## src/rtl/lifo_pkg.sv

```systemverilog
// Shared defaults and helpers for the LIFO stack.
// LIFO_ERR_FLAGS_EN adds sticky overflow/underflow outputs to the lifo top.
package lifo_pkg;

  localparam int LIFO_WIDTH = 8;
  localparam int LIFO_DEPTH = 8;

  // Pointer must reach DEPTH itself, hence one bit beyond the address width.
  function automatic int lifo_ptr_width(input int depth);
    return $clog2(depth) + 1;
  endfunction

endpackage

```

## src/rtl/lifo_mem.sv

```systemverilog
// LIFO storage array: synchronous write port, combinational read port.
module lifo_mem
  import lifo_pkg::*;
#(
  parameter int  WIDTH = LIFO_WIDTH,
  parameter int  DEPTH = LIFO_DEPTH,
  localparam int AW    = $clog2(DEPTH)
) (
  input  logic             clk,
  input  logic             wr_en,
  input  logic [AW-1:0]    wr_addr,
  input  logic [WIDTH-1:0] wr_data,
  input  logic [AW-1:0]    rd_addr,
  output logic [WIDTH-1:0] rd_data
);

  logic [WIDTH-1:0] mem_r [DEPTH];

  // Write port; contents are deliberately left unreset.
  always_ff @(posedge clk) begin
    if (wr_en) begin
      mem_r[wr_addr] <= wr_data;
    end
  end

  assign rd_data = mem_r[rd_addr];

endmodule

```

## src/rtl/lifo.sv

```systemverilog
// LIFO stack top: pointer, status and registered read-data control around lifo_mem.
// Define LIFO_ERR_FLAGS_EN to add sticky overflow/underflow output ports.
module lifo
  import lifo_pkg::*;
#(
  parameter int WIDTH = LIFO_WIDTH,
  parameter int DEPTH = LIFO_DEPTH
) (
  input  logic             clk,
  input  logic             rstn,
  input  logic             we,
  input  logic             re,
  input  logic [WIDTH-1:0] data_in,
  output logic             empty,
  output logic             full,
  output logic [WIDTH-1:0] data_out
`ifdef LIFO_ERR_FLAGS_EN
  ,
  output logic             overflow,
  output logic             underflow
`endif
);

  localparam int             AW      = $clog2(DEPTH);
  localparam int             PW      = lifo_ptr_width(DEPTH);
  localparam logic [PW-1:0]  DEPTH_V = PW'(DEPTH);

  logic [PW-1:0]    sp_r;
  logic [WIDTH-1:0] data_out_r;
  logic [WIDTH-1:0] rd_data_s;
  logic [AW-1:0]    rd_addr_s;
  logic [AW-1:0]    wr_addr_s;
  logic             wr_en_s;
  logic             do_read_s;
  logic             do_push_s;
  logic             do_pop_only_s;
  logic             do_swap_s;

  assign empty    = (sp_r == {PW{1'b0}});
  assign full     = (sp_r == DEPTH_V);
  assign data_out = data_out_r;

  // Classify the request; a swap replaces the top entry and is allowed even when full.
  always_comb begin
    do_read_s     = 1'b0;
    do_push_s     = 1'b0;
    do_pop_only_s = 1'b0;
    do_swap_s     = 1'b0;
    if (re && !empty) begin
      do_read_s     = 1'b1;
      do_swap_s     = we;
      do_pop_only_s = !we;
    end else if (we && !full) begin
      do_push_s = 1'b1;
    end else begin
      do_push_s = 1'b0;
    end
  end

  // Memory addressing: reads always see the top entry, writes go above it or over it.
  always_comb begin
    rd_addr_s = sp_r[AW-1:0] - 1'b1;
    wr_en_s   = do_push_s | do_swap_s;
    if (do_swap_s) begin
      wr_addr_s = rd_addr_s;
    end else begin
      wr_addr_s = sp_r[AW-1:0];
    end
  end

  lifo_mem #(
    .WIDTH (WIDTH),
    .DEPTH (DEPTH)
  ) u_mem (
    .clk     (clk),
    .wr_en   (wr_en_s),
    .wr_addr (wr_addr_s),
    .wr_data (data_in),
    .rd_addr (rd_addr_s),
    .rd_data (rd_data_s)
  );

  // Stack pointer and registered read data; reset wins over any request.
  always_ff @(posedge clk) begin
    if (!rstn) begin
      sp_r       <= {PW{1'b0}};
      data_out_r <= {WIDTH{1'b0}};
    end else begin
      if (do_push_s) begin
        sp_r <= sp_r + 1'b1;
      end else if (do_pop_only_s) begin
        sp_r <= sp_r - 1'b1;
      end else begin
        sp_r <= sp_r;
      end
      if (do_read_s) begin
        data_out_r <= rd_data_s;
      end else begin
        data_out_r <= data_out_r;
      end
    end
  end

`ifdef LIFO_ERR_FLAGS_EN
  logic overflow_r;
  logic underflow_r;

  assign overflow  = overflow_r;
  assign underflow = underflow_r;

  // Sticky error flags; a write+read while full is a swap, not an overflow.
  always_ff @(posedge clk) begin
    if (!rstn) begin
      overflow_r  <= 1'b0;
      underflow_r <= 1'b0;
    end else begin
      overflow_r  <= overflow_r  | (we && !re && full);
      underflow_r <= underflow_r | (re && !we && empty);
    end
  end
`endif

endmodule

```

## config.mk

```make
export PLATFORM = sky130hd
export DESIGN_NAME = lifo
export DESIGN_NICKNAME = d
export VERILOG_FILES = /design/src/rtl/lifo_pkg.sv /design/src/rtl/lifo_mem.sv /design/src/rtl/lifo.sv
export SDC_FILE = /design/constraint.sdc
export NUM_CORES = 1
export LEC_CHECK = 0
export CAP_MARGIN = 10
export CORE_ASPECT_RATIO = 0.9
export CORE_MARGIN = 3
export CORE_UTILIZATION = 40
export DETAILED_ROUTE_END_ITERATION = 8
export SETUP_SLACK_MARGIN = 0.1
export SLEW_MARGIN = 20
export SYNTH_ARGS = -nofsm -noshare
export SYNTH_HDL_FRONTEND = slang
export SYNTH_HIERARCHICAL = 1
export SYNTH_SLANG_ARGS = --single-unit
```

## constraint.sdc

```tcl
create_clock -name clk -period 5.25 [get_ports clk]
set_input_delay 1.05 -clock clk [delete_from_list [all_inputs] [get_ports clk]]
set_output_delay 1.05 -clock clk [all_outputs]
set_load 0.02 [all_outputs]
```

# Word-level counts from Yosys, hierarchy flattened
# Memories as Yosys holds them, arrays and structs flattened. A register that Yosys moved wholly into a read port is not among the register bits.
# Index checks and enable logic that the tools add are counted.
# totals
reg_bits	4
mem_bits_rw	64
out_inout_bits	10
word_cells	25
n_memories	1
# classes
addsub	3
eq_ne	1
muxes	10
bitwise	1
reduce_logical	8
# memory_table
memory	words	width	read_ports	rd_ports_with_merged_regs	write_ports	line_no	rtl
u_mem.mem_r	8	8	1	1	1	lifo_mem.sv:17	logic [WIDTH-1:0] mem_r [DEPTH];
# ops
operator	n
4-bit 2-to-1 mux	2
1-bit 2-to-1 mux	7
4-bit by 1-bit adder with 4-bit output (second input constant)	1
4-bit equality test (second input constant)	1
1-bit zero test	4
4-bit zero test	1
4-bit by 1-bit subtractor with 4-bit output (second input constant)	1
3-bit 2-to-1 mux	1
3-bit by 1-bit subtractor with 3-bit output (second input constant)	1
1-bit logical AND	2
2-bit nonzero test	1
1-bit OR	1

# Depth between registers and ports, before layout
# depth
ltp_word	8
depth_mapped	11

# Cells and area by module
# The synthesis kept the hierarchy.
# modules_own_cells
mod	n_inst	cells_per_inst	area_per_inst_um2	seq_area_each_um2
lifo_mem	1	106	2531.2	1921.8
lifo	1	85	753.2	240.2

# Worst setup path after synthesis
# OpenSTA, ideal clock, no wires.
# synth_timing
path_kind	input-to-reg
startpoint	in re
endpoint	mem u_mem/mem_r[0][0] in the netlist's numbering, enable pin
t_arrival_ns	2.297
t_required_ns	4.867
slack_ns	2.570
stages	6
path_buffers	1
cell_sequence	o21a_4 -> buf_12 -> nand3_2 -> xnor2_1 -> nand2b_1 -> nor3_1
# synth_between
elab_cells_between_ends	7
classes_between	5 x mux; 1 x bitwise; 1 x reduce/logical
# synth_lines
element	line_no	rtl
from (decl)	lifo.sv:12	input logic re,
1-bit logical AND	lifo.sv:49	if (re && !empty) begin
1-bit 2-to-1 mux	lifo.sv:49	
3-bit 2-to-1 mux	lifo.sv:64	if (do_swap_s) begin
named net wr_addr_s[2]	lifo.sv:32	logic [AW-1:0] wr_addr_s;
to (decl)	lifo_mem.sv:17	
# The timed path passes the listed nets, and every way through them passes these cells.

# Final worst setup path
# layout_timing
startpoint	in re
endpoint	mem u_mem/mem_r[3][6] in the netlist's numbering, enable pin
# The elaborated chain is that of the path after synthesis.

==> reports/qor.csv <==
stage,metric,value,unit
floorplan,die_x,102,µm
clock_tree,cts_resized,0,
setup_path,startpoint,re,
setup_path,critical_path_class,in2reg,
sta,tightest_slew,864,ps
power_and_ir_drop,leakage,1.31,nW
worst_hold_path,hold_path_depth,2,
setup_path,cp_cell_sequence,"clkdlybuf4s50_1, o21a_4, nand2_1, xnor2_1, nand2_1, nor2_1",
setup_path,critical_path_required,5220,ps
clock_tree,cts_made_buffers,9,
logic_synthesis,postSynthAreaPerCell,17.2,µm²
logic_synthesis,yosys_warnings,6,
sta,relSlewSlack,0.423,
logic_synthesis,syn_inst,191,
sta,rsz0062_at_grt,false,
global_route,grt_max_degree,18,
clock_tree,htree_num_levels,3,
logic_synthesis,synth_compound_area_frac,0.0286,
logic_synthesis,synthSimpleGateAreaFrac,0.0701,
worst_hold_path,holdPathEnd,data_out[7],
logic_synthesis,synth_xor_xnor_area_share,0.0133,
setup_path,cp_max_fo,11,
logic_synthesis,synth-seq-cells,76,
global_route,busiest_layer,met2,
logic_synthesis,synth_area,3280,µm²
setup_path,cp.buffers_inverters,1,
global_route,antenna_found_initial,0,
floorplan,io_pins,22,
global_route,grt_pass1_vias,1595,
detailed_routing,drt_first_pass_iters,4,
setup_path,max_stage_delay,660,ps
detailed_routing,wire_per_inst,18.1,µm
global_route,grt_use_total,0.133,
placed_design,io_buffers,21,
logic_synthesis,synthAdderAreaFrac,0.0175,
layout,nets,232,
floorplan,fp.dieH,92.0,µm
clock_tree,clockBufferDepth,2,
sta,fin_crit_sh,0.629,
setup_path,start_kind,input port,
sta,setup_viol,0,
layout,ff_latch_area,2160,µm²
setup_path,r2r_start,sp_r[0],
clock_tree,cts.clk_slew.worst_paths,80,ps
sta,slew_violations,0,
layout,drive_above_1_share,0.145,
setup_path,cp-end-kind,flip-flop,
detailed_routing,routed_wirelength,5.74,mm
clock_tree,cts_sinks,76,
setup_path,rr_worst_depth,8,
floorplan,dieArea,9340,µm²
sta,fin_setup_tns,0,ps
logic_synthesis,syn-num-nets,207,
layout,fin_cells,317,
detailed_routing,drt_iter0_drc,77,
logic_synthesis,synth_top_family_by_area,multiplexers,
detailed_routing,vias_per_cell,5.23,
placed_design,hpwl,3.80,mm
setup_path,cp.arrival,3270,ps
detailed_routing,ant_nets,0,
sta,finalClockSkew,9.02,ps
setup_path,r2r-end,u_mem/mem_r[3][6],
floorplan,initial_core_util,0.423,
setup_path,worst_path_dominant_cell_family,simple AND/OR/NAND/NOR gates,
layout,fill_cells,677,
sta,fin_crit,3300,ps
setup_path,critical-path-slowest-cell,nor2_1,
sta,hold_violations,0,
logic_synthesis,synth_mux_area_frac,0.182,
global_route,grt_overflow,0,
global_route,grt_pass1_wl,8.87,mm
clock_tree,insertion_delay,340,ps
clock_tree,root_buffer,clkbuf_8,
global_route,use_met3,0.0456,
layout,n_antenna_cell,0,
global_route,met1_usage,0.186,
logic_synthesis,yosysUniqueCellTypes,37,
detailed_routing,vias,1658,
clock_tree,cts_setup_buffers,0,
detailed_routing,drc,0,
placed_design,gp_congestion,0.733,
placed_design,dp.cells,301,
sta,fmax,303,MHz
clock_tree,hold_buffers,0,
layout,syn_to_final_growth,14.6,%
clock_tree,cts_tree,done,
job,cap_violations,0,
setup_path,cpMostUsedCell,nand2_1,
worst_hold_path,hold_start,data_out[7],
run_status,status,finished clean,
floorplan,core_area,7770,µm²
power_and_ir_drop,peakVddDrop,0.223,mV
worst_hold_path,hold_path_class,reg2reg,
setup_path,r2r_slack,2360,ps
power_and_ir_drop,p_per_area,533,nW/µm²
logic_synthesis,ys_seq_area_frac,0.658,
global_route,grtUsageMet2,0.192,
floorplan,rows,30,
layout,multi_input_area,1030,µm²
==> layout by cell type (no fill, tap or decap), types with 5 or more instances in the layout <==
master	n
edfxtp_1	64
clkdlybuf4s50_1	21
nor2_1	16
mux4_1	15
dfxtp_1	12
mux2i_1	9
clkbuf_8	9
nand2_1	8
mux2_2	8
inv_1	6
a21oi_1	5
==> where the power goes <==
part | switching (W) | leakage [nW] | total (W) | internal (W)
Clock | 0.000220 | 0.0923 | 0.000442 | 0.000222
Sequential | 0.0000479 | 0.680 | 0.000828 | 0.000780
Combinational | 0.000376 | 0.534 | 0.000737 | 0.000361
Total | 0.000644 | 1.31 | 0.00201 | 0.00136
==> worst reg2reg max path, stage by stage, from the launching register on <==
cell	delay [ps]
dfxtp_1	440
inv_1	90
ha_1	300
nand2b_4	140
o21a_4	240
nand2_1	130
xnor2_1	390
nand2_1	120
nor2_1	660
==> cell families (layout without fill, tap and decap cells) <==
logic type | count (synthesis) | in the layout
buffers and inverters | 15 | 45
XOR/XNOR | 5 | 5
flip-flops | 76 | 76
AO/OA/AOI/OAI | 14 | 14
multiplexers | 33 | 33
AND/OR/NAND/NOR | 44 | 44
adder cells (fa/ha/maj) | 4 | 4
==> state kept, by name (all words and copies together) (netlist names) <==
signal / count
data_out: 8
sp_r: 4
u_mem/mem_r: 64
==> synth_stat cells, drive strengths merged <==
master / count / share of area
a211oi: 1 / 0.0023
a21o: 2 / 0.0046
a21oi: 5 / 0.0076
a41oi: 1 / 0.0027
and2: 2 / 0.0038
and2b: 1 / 0.0023
buf: 7 / 0.021
clkbuf: 2 / 0.0023
dfxtp: 12 / 0.073
edfxtp: 64 / 0.59
fa: 1 / 0.0061
ha: 3 / 0.011
inv: 6 / 0.0069
mux2: 8 / 0.027
mux2i: 9 / 0.027
mux4: 16 / 0.13
nand2: 8 / 0.0091
nand2b: 4 / 0.0099
nand3: 5 / 0.0091
nand3b: 1 / 0.0023
nand4bb: 2 / 0.0069
nor2: 16 / 0.018
nor3: 3 / 0.0046
nor4: 1 / 0.0019
o21a: 2 / 0.0069
o21ai: 3 / 0.0046
or2: 1 / 0.0019
xnor2: 3 / 0.0080
xor2: 2 / 0.0053
==> how the worst max path moves through the flow <==
stage | endpoint | slack (ps) | depth (start not counted)
6_report | u_mem/mem_r[3][6] | 1950 | 6
2_1_floorplan | u_mem/mem_r[0][0] | 2570 | 6
4_1_cts | u_mem/mem_r[4][0] | 1960 | 5
5_1_grt | u_mem/mem_r[3][6] | 1790 | 6
3_5_place_dp | u_mem/mem_r[4][2] | 1570 | 5
3_3_place_gp | u_mem/mem_r[4][2] | 1640 | 6
==> stage by stage <==
stage                     hold slack [ps]  worst slack (ps)   util  cell area [µm²]  power (W)
after global placement                487              1640  0.458             3560    0.00158
after CTS                             503              1960  0.484             3760    0.00203
after floorplan                       504              2570      -             3280    0.00139
after detailed placement              482              1570  0.458             3560    0.00159
final                                 494              1950  0.484             3760    0.00201
after global routing                  517              1790  0.484             3760    0.00212
==> layout make-up <==
| class | count | share of cell area |
|---|---|---|
| Clock buffer | 9 | 0.0329 |
| Clock inverter | 7 | 0.0199 |
| Inverter | 6 | 0.00598 |
| Multi-Input combinational cell | 100 | 0.275 |
| Sequential cell | 76 | 0.574 |
| Tap cell | 96 | 0.0319 |
| Timing Repair Buffer | 23 | 0.0598 |
==> per-layer routing <==
metal  vias up  wire length, µm
met2        32             2660
met3         6              201
li1        795                -
met1       825             2820
met5         -                0
met4         0               63
No activity file was read; power rests on OpenSTA's default activity.
